<file path="src/rtl/sap1_control_sequencer.sv">
// SAP-1 control sequencer: six-state one-hot ring counter plus fixed microcode
// decoder producing the per-cycle control word for the datapath.
module sap1_control_sequencer (
    input  logic       clk,
    input  logic       clr,
    input  logic [3:0] opcode,
    output logic [5:0] T,
    output logic       Cp,
    output logic       Ep,
    output logic       Lm,
    output logic       Er,
    output logic       Li,
    output logic       Ei,
    output logic       La,
    output logic       Ea,
    output logic       Lb,
    output logic       Lo,
    output logic       Eu,
    output logic       Add,
    output logic       Sub,
    output logic       AndOp,
    output logic       OrOp,
    output logic       XorOp,
    output logic       NotOp,
    output logic       Hlt
);

    localparam logic [3:0] OpLda = 4'b0000;
    localparam logic [3:0] OpAdd = 4'b0001;
    localparam logic [3:0] OpSub = 4'b0010;
    localparam logic [3:0] OpAnd = 4'b0011;
    localparam logic [3:0] OpOr  = 4'b0100;
    localparam logic [3:0] OpXor = 4'b0101;
    localparam logic [3:0] OpNot = 4'b0110;
    localparam logic [3:0] OpOut = 4'b1110;
    localparam logic [3:0] OpHlt = 4'b1111;

    typedef enum logic [5:0] {
        StT1 = 6'b000001,
        StT2 = 6'b000010,
        StT3 = 6'b000100,
        StT4 = 6'b001000,
        StT5 = 6'b010000,
        StT6 = 6'b100000
    } state_t;

    state_t state_q, state_d;
    logic   halted_q, halted_d;
    logic   is_lda, is_bin;

    assign is_lda = (opcode == OpLda);
    assign is_bin = (opcode >= OpAdd) && (opcode <= OpXor);
    assign T      = state_q;

    // Ring state and halt flag; clr resets immediately without a clock edge.
    always_ff @(posedge clk or posedge clr) begin
        if (clr) begin
            state_q  <= StT1;
            halted_q <= 1'b0;
        end else begin
            state_q  <= state_d;
            halted_q <= halted_d;
        end
    end

    // Ring advance; HLT at T4 freezes the ring at T4 until clr.
    always_comb begin
        state_d  = state_q;
        halted_d = halted_q;
        if (!halted_q) begin
            case (state_q)
                StT1:    state_d = StT2;
                StT2:    state_d = StT3;
                StT3:    state_d = StT4;
                StT4: begin
                    if (opcode == OpHlt) begin
                        halted_d = 1'b1;
                    end else begin
                        state_d = StT5;
                    end
                end
                StT5:    state_d = StT6;
                StT6:    state_d = StT1;
                default: state_d = StT1;
            endcase
        end
    end

    // Microcode decode of (state, opcode, halted) into the control word.
    always_comb begin
        Cp    = 1'b0;
        Ep    = 1'b0;
        Lm    = 1'b0;
        Er    = 1'b0;
        Li    = 1'b0;
        Ei    = 1'b0;
        La    = 1'b0;
        Ea    = 1'b0;
        Lb    = 1'b0;
        Lo    = 1'b0;
        Eu    = 1'b0;
        Add   = 1'b0;
        Sub   = 1'b0;
        AndOp = 1'b0;
        OrOp  = 1'b0;
        XorOp = 1'b0;
        NotOp = 1'b0;
        Hlt   = 1'b0;
        if (halted_q) begin
            Hlt = 1'b1;
        end else begin
            case (state_q)
                StT1: begin
                    Ep = 1'b1;
                    Lm = 1'b1;
                end
                StT2: Cp = 1'b1;
                StT3: begin
                    Er = 1'b1;
                    Li = 1'b1;
                end
                StT4: begin
                    if (is_lda || is_bin) begin
                        Ei = 1'b1;
                        Lm = 1'b1;
                    end else if (opcode == OpNot) begin
                        Eu    = 1'b1;
                        NotOp = 1'b1;
                        La    = 1'b1;
                    end else if (opcode == OpOut) begin
                        Ea = 1'b1;
                        Lo = 1'b1;
                    end else if (opcode == OpHlt) begin
                        Hlt = 1'b1;
                    end
                end
                StT5: begin
                    if (is_lda) begin
                        Er = 1'b1;
                        La = 1'b1;
                    end else if (is_bin) begin
                        Er = 1'b1;
                        Lb = 1'b1;
                    end
                end
                StT6: begin
                    if (is_bin) begin
                        Eu = 1'b1;
                        La = 1'b1;
                        case (opcode)
                            OpAdd:   Add   = 1'b1;
                            OpSub:   Sub   = 1'b1;
                            OpAnd:   AndOp = 1'b1;
                            OpOr:    OrOp  = 1'b1;
                            OpXor:   XorOp = 1'b1;
                            default: ;
                        endcase
                    end
                end
                default: ;
            endcase
        end
    end

endmodule

</file>
<file path="config.mk">
export PLATFORM = sky130hd
export DESIGN_NAME = sap1_control_sequencer
export DESIGN_NICKNAME = d
export VERILOG_FILES = /design/src/rtl/sap1_control_sequencer.sv
export SDC_FILE = /design/constraint.sdc
export NUM_CORES = 1
export LEC_CHECK = 0
export ABC_AREA = 1
export CAP_MARGIN = 20
export CORE_ASPECT_RATIO = 1.2
export CORE_MARGIN = 4
export CORE_UTILIZATION = 37
export CTS_BUF_LIST = sky130_fd_sc_hd__clkbuf_8
export CTS_CLUSTER_DIAMETER = 100
export DETAILED_ROUTE_END_ITERATION = 6
export PLACE_DENSITY = 0.76
export SLEW_MARGIN = 20
export SYNTH_ARGS = -nofsm -noshare
export SYNTH_HDL_FRONTEND = slang
export SYNTH_SLANG_ARGS = --single-unit
</file>
<file path="constraint.sdc">
create_clock -name clk -period 1.15 [get_ports clk]
set_input_delay 0.115 -clock clk [delete_from_list [all_inputs] [get_ports clk]]
set_output_delay 0.115 -clock clk [all_outputs]
set_load 0.01 [all_outputs]
</file>
==> results of run 1 <==
cell families after synthesis:
kind of cell	synth area share (%)
buffers and inverters	13.1
flip-flops	29.3
AND/OR/NAND/NOR	48.5
AO/OA/AOI/OAI	9.13
synthesized netlist by cell type, types with 2 or more instances:
master and n:
nor3_1 3, nand2_2 3, nand2_1 23, inv_1 17
nor2_1 16, nand3_1 8, nor2_2 3, dfrtp_1 6
o21bai_1 2, nor4_1 4, a21oi_1 3
stage by stage:
stage / area (µm²) / std cells / hold WS (ns)
after global placement: 1180 / 167 / 0.353
after CTS: 1340 / 185 / 0.132
after detailed placement: 1180 / 167 / 0.356
after floorplan: 706 / 99 / -0.0825
what timing repair did:
item,in CTS
gates resized for setup,108
pin swaps,16
buffers inserted,14
endpoints found under the setup margin,31
==> summary.txt, run 1 <==
Run status
  • Run status: aborted with a tool error
  • First error message: [ERROR DPL-0033] detailed placement checks failed during check placement.
  • Last flow stage reached: global routing

Die
  • Number of placement rows: 15
  • Initial standard-cell utilization of the core: 40.7%
  • Vert. Die Dim: roughly 52 µm
  • Ports: 30
  • Overall die width: roughly 45 µm

Yosys
  • Post-synth top area share: ~25%
  • Post-Syn Area per Cell: just over 6 µm²
  • Post-synthesis instance total: 99
  • Share of the yosys chip area belonging to registers: between 20% and 30%
  • Most area-hungry cell type in the Yosys netlist: dfrtp_1
  • Fraction of synthesis flops using an asynchronous set or reset pin: 100%
  • Synthesized netlist net count: around 110
  • Post-Synthesis Cell Area: 603 µm²
  • Yosys Warn Count: 0
  • Flip-flop cell with the highest count after synthesis: dfrtp_1
  • Count of state elements after synthesis: 7
  • Number of distinct standard cells referenced by the synthesized netlist: 22
  • Leading post-synthesis cells by cell area: dfrtp_1, nand2_1, inv_1, nor2_1, nand3_1
  • Number of flops mapped to enable cells by yosys: 0

Clocking
  • Max clock buf depth: 2
  • CTS root buf: clkbuf_8
  • Number of sinks driven by the clock tree: 7
  • Number of buffers added to fix hold violations after cts: 0
  • CTS Buf Count: 3
  • H-tree depth: 1

STA
  • Crit. endpoint post-GRT repair: T[0]$_DFFE_PP1P_/D
  • Worst endpoint type: register data pin

Placed design
  • Worst setup slack before clock tree synthesis: -0.764 ns
  • Number of I/O port buffers: 29
  • Routability cong.: roughly 0.86
  • HPWL after detailed placement: between 1500 and 2000 µm

Global route
  • Initial antenna violation count: 0
  • Largest net degree at the start of global routing: 8
==> inputs of run 2 (changes only) <==
--- a/config.mk
+++ b/config.mk
@@ -7,13 +7,10 @@
 export LEC_CHECK = 0
 export ABC_AREA = 1
 export CAP_MARGIN = 20
-export CORE_ASPECT_RATIO = 1.2
-export CORE_MARGIN = 4
-export CORE_UTILIZATION = 37
-export CTS_BUF_LIST = sky130_fd_sc_hd__clkbuf_8
-export CTS_CLUSTER_DIAMETER = 100
+export CORE_AREA = 4 4 65 67
 export DETAILED_ROUTE_END_ITERATION = 6
-export PLACE_DENSITY = 0.76
+export DIE_AREA = 0 0 69 71
+export PLACE_DENSITY_LB_ADDON = 0.15
 export SLEW_MARGIN = 20
 export SYNTH_ARGS = -nofsm -noshare
 export SYNTH_HDL_FRONTEND = slang
==> constraint.sdc (replaced) <==
create_clock -name clk -period 1.5 [get_ports clk]
set_input_delay 0.15 -clock clk [delete_from_list [all_inputs] [get_ports clk]]
set_output_delay 0.15 -clock clk [all_outputs]
set_load 0.01 [all_outputs]
==> run 2 against run 1 <==
  * The flow now finishes, with violations (negative setup slack)
  * Area after synthesis is the same
  * Synthesized cell count is the same
==> summary.txt, run 2 <==
Clocking
  • H-tree depth: 1
  • Max clock buf depth: 2
  • CTS Buf Count: 3
  • Number of buffers added to fix hold violations after cts: 0
  • CTS tree: built
  • Number of sinks driven by the clock tree: 7
  • Source-to-sink clock delay at the later pin of the worst-skew pair: ~0.23 ns
  • Clock transition at path regs: ~0.040 ns
  • CTS root buf: clkbuf_8

Die
  • Overall die width: around 69 µm
  • Core Area: 3630 µm²
  • Number of placement rows: 22
  • Overall die area: just under 5000 µm²
  • Ports: 30
  • Vert. Die Dim: about 70 µm
  • Initial standard-cell utilization of the core: ~17%

Yosys
  • Flip-flop cell with the highest count after synthesis: dfrtp_1
  • Yosys Warn Count: 0
  • Synthesized netlist net count: approximately 110
  • Count of state elements after synthesis: 7
  • Dominant cell by count in the synthesized netlist: nand2_1
  • Post-synthesis instance total: 99
  • Post-synth top area share: 24.9%
  • Synth cell count leaders: nand2_1, inv_1, nor2_1
  • Number of distinct standard cells referenced by the synthesized netlist: 22
  • Post-Syn Area per Cell: 6.09 µm²
  • Post-Synthesis Cell Area: slightly above 600 µm²
  • Most area-hungry cell type in the Yosys netlist: dfrtp_1
  • Fraction of synthesis flops using an asynchronous set or reset pin: between 90% and 100%
  • Number of flops mapped to enable cells by yosys: 0
  • Share of the yosys chip area belonging to registers: roughly 29%
  • Leading post-synthesis cells by cell area: dfrtp_1, nand2_1, inv_1, nor2_1, nand3_1

Detailed routing
  • Vias per inst: a little over 4
  • Via total after detailed routing: ~890
  • Detailed-route wire length per cell: 11.6 µm
  • Total DRC errors in the routed layout: 0
  • Final wirelength: about 2500 µm
  • Number of iterations in the first detailed-routing pass: 4
  • DR iter-0 viols: 13
  • Detail Route Antenna Nets: 0

Placed design
  • Routability cong.: between 0.7 and 0.8
  • HPWL after detailed placement: 1830 µm
  • Placed instance area: between 1000 and 1500 µm²
  • Number of I/O port buffers: 29
  • Worst setup slack before clock tree synthesis: -0.460 ns

Setup path
  • Most used cell, CP: nor2_4
  • Series of cell instances along the critical path: nor2_4, buf_6, nand2_4, nor2_4, nand2_2, nand3_1, nand2_1, inv_1, buf_2
  • Slowest-stage cell, CP: dfrtp_1
  • Startpoint-to-endpoint class of the critical path: register to output port
  • Startpoint class of the critical path: register
  • Worst endpoint required time: roughly 1.4 ns
  • Arrival time worst endpoint: ~1.5 ns
  • Worst path max stage delay: 0.40 ns
  • R2R cell count: 8
  • Maximum fanout count along the critical path: 4
  • Sort of element at the end of the critical path: output port

STA
  • RSZ-0062 raised after global routing: yes
  • Fmax: a little over 600 MHz
  • Setup violators final: 17
  • Worst-case setup margin in the final layout: -0.130 ns
  • Final count of hold timing violations: 0
  • Relative slew slack: about four fifths
  • Final clock period utilization by the worst path: 109%
  • Pin slew with the least headroom to its limit: around 0.3 ns
  • Final slew viol count: 0
  • Clock skew: between 0.001 and 0.0015 ns
  • Period minus WS final: around 1.6 ns

Power
  • Reported leakage power: 0.000733 µW
  • Total power: 510 µW
  • Max VDD drop: about 0.23 mV
  • Pwr per Cell Area: 341 nW/µm²

Final layout
  • Area added between synthesis and finish: 148%
  • Post-route design area: 1500 µm²
  • Area taken by multi-input logic gates: between 500 and 600 µm²
  • Sequential cell area in the final layout: 176 µm²
  • Most frequent cells in the layout: buf_4, nand2_1, buf_6
  • Most frequent standard cell in the layout excluding fill and tap cells: buf_4
  • Max FFs per register: 6
  • Number of nets in the final layout: between 150 and 200
  • Share of layout cells above drive strength 1: about three fifths
  • Antenna diode count: 0
  • Layout fillers: around 390

Global route
  • Largest net degree at the start of global routing: 8
  • Remaining global-route overflow: 0
  • Via count of the first global-routing pass: roughly 900
  • Global routing usage summed across all routing layers: a little over a tenth
  • Initial antenna violation count: 0
  • Global-route wire length before repair: between 4000 and 5000 µm

Run
  • Max-cap violation count: 0

Run status
  • Run status: complete, but fails checks
  • Violated checks: negative setup slack

Worst hold path
  • Worst hold-check path type: input port to async pin
## run 2: cell counts after synthesis
Identical to the previous run, type by type.
## run 2: repair_timing
item,CTS,global route
resized for setup,112,32
pin swaps,13,14
setup endpoints to repair,24,23
buffers inserted,14,2
## run 2: layer usage
| metal | global-route usage [%] | vias to the layer above | wire [µm] |
|---|---|---|---|
| met5 | 0 | - | 0 |
| met4 | 3.25 | 0 | 48 |
| met3 | 2.84 | 4 | 129 |
| met2 | 18.1 | 22 | 1240 |
| met1 | 13.3 | 413 | 1100 |
| li1 | - | 454 | - |
## run 2: final timing paths
check	end	from	slack, ns
setup reg to reg	T[0]	T[0]	0.06
min in group clk	T[0]	T[0]	0.63
max in group asynchronous	T[0]	clr	1.05
setup / recovery	La	T[4]	-0.13
hold / removal	T[1]	clr	0.17
hold reg to reg	T[0]	T[0]	0.63
## run 2: layout make-up
| class | count | share of cell area, % |
|---|---|---|
| Inverter | 18 | 4.85 |
| Clock buffer | 4 | 3.01 |
| Tap cell | 48 | 4.02 |
| Multi-Input combinational cell | 72 | 37.7 |
| Timing Repair Buffer | 69 | 38.6 |
| Sequential cell | 7 | 11.8 |
## run 2: critical path: cells and delay by family, from the launching register on
| family | cells | cell delay, ns |
|---|---|---|
| flip-flops | 1 | 0.40 |
| buffers and inverters | 3 | 0.30 |
| AND/OR/NAND/NOR | 6 | 0.54 |
## run 2: cell families after synthesis
logic type	synth area share (%)
compound gates	9.13
buf+inv	13.1
simple gates	48.5
flops	29.3
## run 2: metrics by stage
| step | util, % | setup TNS [ns] | hold WS (ns) | instances |
|---|---|---|---|---|
| global placement | 31.3 | -6.00 | 0.417 | 199 |
| floorplan | - | 0 | -0.0473 | 99 |
| detailed placement | 31.3 | -6.11 | 0.423 | 199 |
| finish | 41.2 | -1.27 | 0.168 | 218 |
| CTS | 37.1 | -1.99 | 0.181 | 216 |
| global route | 41.2 | -2.77 | 0.192 | 218 |
## run 2: power breakdown
group,internal (µW),total [µW],switching [µW]
combinational,18.5,49.1,30.6
sequential,190,190,0
clock,184,271,86.3
total,393,510,117
(Power assumes the default switching activity.)
==> inputs of run 3 (changes only) <==
--- a/config.mk
+++ b/config.mk
@@ -11,7 +11,6 @@
 export DETAILED_ROUTE_END_ITERATION = 6
 export DIE_AREA = 0 0 69 71
 export PLACE_DENSITY_LB_ADDON = 0.15
-export SLEW_MARGIN = 20
 export SYNTH_ARGS = -nofsm -noshare
 export SYNTH_HDL_FRONTEND = slang
 export SYNTH_SLANG_ARGS = --single-unit
==> results of run 3 <==
The final DEF is identical to that of run 2; final timing and power are the same.
==> inputs of run 4 (changes only) <==
--- a/config.mk
+++ b/config.mk
@@ -5,11 +5,11 @@
 export SDC_FILE = /design/constraint.sdc
 export NUM_CORES = 1
 export LEC_CHECK = 0
-export ABC_AREA = 1
 export CAP_MARGIN = 20
 export CORE_AREA = 4 4 65 67
 export DETAILED_ROUTE_END_ITERATION = 6
 export DIE_AREA = 0 0 69 71
+export GPL_TIMING_DRIVEN = 0
 export PLACE_DENSITY_LB_ADDON = 0.15
 export SYNTH_ARGS = -nofsm -noshare
 export SYNTH_HDL_FRONTEND = slang
==> run 4 against run 3 <==
  * The run still ends with negative setup slack left
  * Synthesized cell count down 18%
  * Setup slack worse by 0.31 ns
  * Global-route usage up 0.41 points
  * Utilization down 2.2 points
  * First-iteration DRC count up 140%
  * Die area unchanged
  * Combinational power rose to 25 times the previous value
  * Sequential share of layout area up 1.1 points
  * Total power rose to 3.6 times the previous value
  * Via count unchanged
  * Design area down 5.4%
  * Flip-flop and latch count unchanged
==> summary.txt, run 4 <==
Yosys
  • Most area-hungry cell type in the Yosys netlist: dfrtp_1
  • Number of flops mapped to enable cells by yosys: 0
  • Flip-flop cell with the highest count after synthesis: dfrtp_1
  • Fraction of synthesis flops using an asynchronous set or reset pin: 100%
  • Post-Syn Area per Cell: 7.66 µm²
  • Post-synthesis instance total: between 80 and 90
  • Post-synth top area share: between 20% and 30%
  • Synth cell count leaders: nand2_1, nor2_1, nor3_1
  • Synthesized netlist net count: just under 90
  • Number of distinct standard cells referenced by the synthesized netlist: 33
  • Share of the yosys chip area belonging to registers: roughly 28%
  • Leading post-synthesis cells by cell area: dfrtp_1, nand2_1, nor2_1, nor3_1, dfstp_2
  • Yosys Warn Count: 0
  • Post-Synthesis Cell Area: between 600 and 700 µm²
  • Count of state elements after synthesis: 7

Setup path
  • Startpoint-to-endpoint class of the critical path: register to output port
  • Startpoint class of the critical path: register
  • Arrival time worst endpoint: between 1.5 and 2 ns
  • Maximum fanout count along the critical path: 4
  • Sort of element at the end of the critical path: output port
  • Worst endpoint required time: about 1.4 ns

STA
  • Period minus WS final: between 1.5 and 2 ns
  • RSZ-0062 raised after global routing: yes
  • Final count of hold timing violations: 0
  • Relative slew slack: roughly 70%
  • Final slew viol count: 0
  • Setup violators final: 19
  • Pin slew with the least headroom to its limit: between 0.4 and 0.5 ns
  • Clock skew: 0.00139 ns
  • Worst-case setup margin in the final layout: -0.441 ns
  • Final clock period utilization by the worst path: 129%
  • Fmax: 515 MHz
  • Final-layout setup total negative slack: -4.38 ns

Global route
  • Global routing usage summed across all routing layers: between 10 and 15%
  • Via count of the first global-routing pass: slightly above 900
  • Remaining global-route overflow: 0
  • Initial antenna violation count: 0
  • Largest net degree at the start of global routing: 11
  • Global-route wire length before repair: around 4400 µm

Detailed routing
  • Total DRC errors in the routed layout: 0
  • DR iter-0 viols: 31
  • Vias per inst: about 4.6
  • Detailed-route wire length per cell: 14.9 µm
  • Number of iterations in the first detailed-routing pass: 4
  • Final wirelength: 2900 µm
  • Detail Route Antenna Nets: 0
  • Via total after detailed routing: ~890

Final layout
  • Antenna diode count: 0
  • Max FFs per register: 6
  • Most frequent standard cell in the layout excluding fill and tap cells: buf_4
  • Area added between synthesis and finish: 128%
  • Final cell count without fillers: a little under 200
  • Most frequent cells in the layout: buf_4, buf_2, buf_6
  • Share of layout cells above drive strength 1: about two thirds
  • Number of nets in the final layout: between 150 and 200

Die
  • Initial standard-cell utilization of the core: between 10% and 20%
  • Overall die width: 69 µm
  • Core Area: about 3600 µm²
  • Overall die area: a little under 5000 µm²
  • Number of placement rows: 22
  • Ports: 30
  • Vert. Die Dim: 71 µm

Clocking
  • Number of buffers added to fix hold violations after cts: 0
  • CTS root buf: clkbuf_8
  • Clock transition at path regs: 0.04 ns
  • H-tree depth: 1
  • CTS Buf Count: 3
  • Number of sinks driven by the clock tree: 7
  • Max clock buf depth: 2
  • CTS tree: built
  • Source-to-sink clock delay at the later pin of the worst-skew pair: approximately 0.23 ns

Placed design
  • Routability cong.: between 0.7 and 0.8
  • Number of I/O port buffers: 27
  • Placed cell count: between 150 and 200
  • HPWL after detailed placement: 1640 µm

Worst hold path
  • Worst hold-check path type: input port to async pin

Run status
  • Violated checks: negative setup slack
  • Run status: complete, but fails checks

Power
  • Share of total power in combinational logic: ~67%
  • Fraction of power spent switching nets: 41.4%
  • Share of total power in sequential cells: 18.9%
  • Power dissipated by switching net loads: around 770 µW
  • Max VDD drop: slightly below 0.5 mV
  • Pwr per Cell Area: between 1000 and 1500 nW/µm²
  • Reported leakage power: 0.000719 µW
  • Internal power: about 1100 µW
  • Clock power share: 14.3%

Run
  • Max-cap violation count: 0
## run 4: cell count changes after synthesis, moves of 3 or more
cell and change:
buf_2 +3, nor3_1 +5, nor2_2 -3, nor4_1 -3
nand3_1 -7, inv_1 -10, nand2_1 -12, nor2_1 -5
## run 4: critical path, stage by stage, from the launching register on
cell and delay, ns:
dfrtp_2 0.43, nor4_4 0.29, nand2_2 0.10, buf_6 0.13
buf_6 0.10, o31a_1 0.27, o31ai_2 0.07, buf_2 0.17
## run 4: layer usage
metal	part of all wire, %	vias to the layer above	GRT usage, %	routed length, µm
met5	0	-	0	0
met4	1.6	0	4.12	46
met3	3.8	5	2.41	111
met2	56	30	20.1	1610
met1	39	437	12.8	1130
li1	-	421	-	-
## run 4: timing repair
action,4_1_cts,5_1_grt
setup buffers,27,13
pin swaps,16,17
resized for setup,105,26
setup endpoints to repair,22,23
## run 4: cells by family (layout without fill, tap and decap cells)
logic type / Yosys count / in the layout / share of synthesized area (%)
flops: 7 / 7 / 28.4
buf+inv: 13 / 78 / 9.88
compound gates: 14 / 14 / 19.2
simple gates: 47 / 47 / 42.5
## run 4: cell type report
| type | instances | area (µm²) |
|---|---|---|
| Buffer | 4 | 28.8 |
| Fill cell | 378 | 2220 |
| Sequential cell | 7 | 183 |
| Tap cell | 48 | 60.1 |
| Timing Repair Buffer | 62 | 497 |
| Inverter | 8 | 35.0 |
| Multi-Input combinational cell | 61 | 566 |
| Clock buffer | 4 | 45.0 |
## run 4: path summary, 6_finish.rpt
kind	endpoint	cells after the start	from	slack (ns)
min	T[3]	2	clr	0.16
max reg2reg	T[0]	5	T[2]	-0.09
max in group asynchronous	T[0]	2	clr	1.06
min reg2reg	T[4]	2	T[4]	0.59
min in group clk	T[4]	2	T[4]	0.59
max	La	7	T[1]	-0.44
## run 4: power groups by stage
stage | Clock [µW] | Combinational [µW] | Sequential (µW)
after floorplan | 0 | 396 | 368
after global placement | 0 | 701 | 373
after detailed placement | 0 | 711 | 373
after CTS | 265 | 1010 | 363
after global routing | 287 | 1310 | 356
final | 265 | 1240 | 351
## run 4: metrics by stage
step           util (%)  setup slack, ns  hold slack, ns  total power, µW  area (µm²)
2_1_floorplan         -           -0.121         -0.0473              763         657
3_3_place_gp       27.2           -0.707           0.403             1070         987
3_5_place_dp       27.2           -0.724           0.410             1080         987
4_1_cts            34.7           -0.523           0.172             1640        1260
5_1_grt            38.9           -0.527           0.204             1960        1410
6_report           38.9           -0.441           0.163             1850        1410
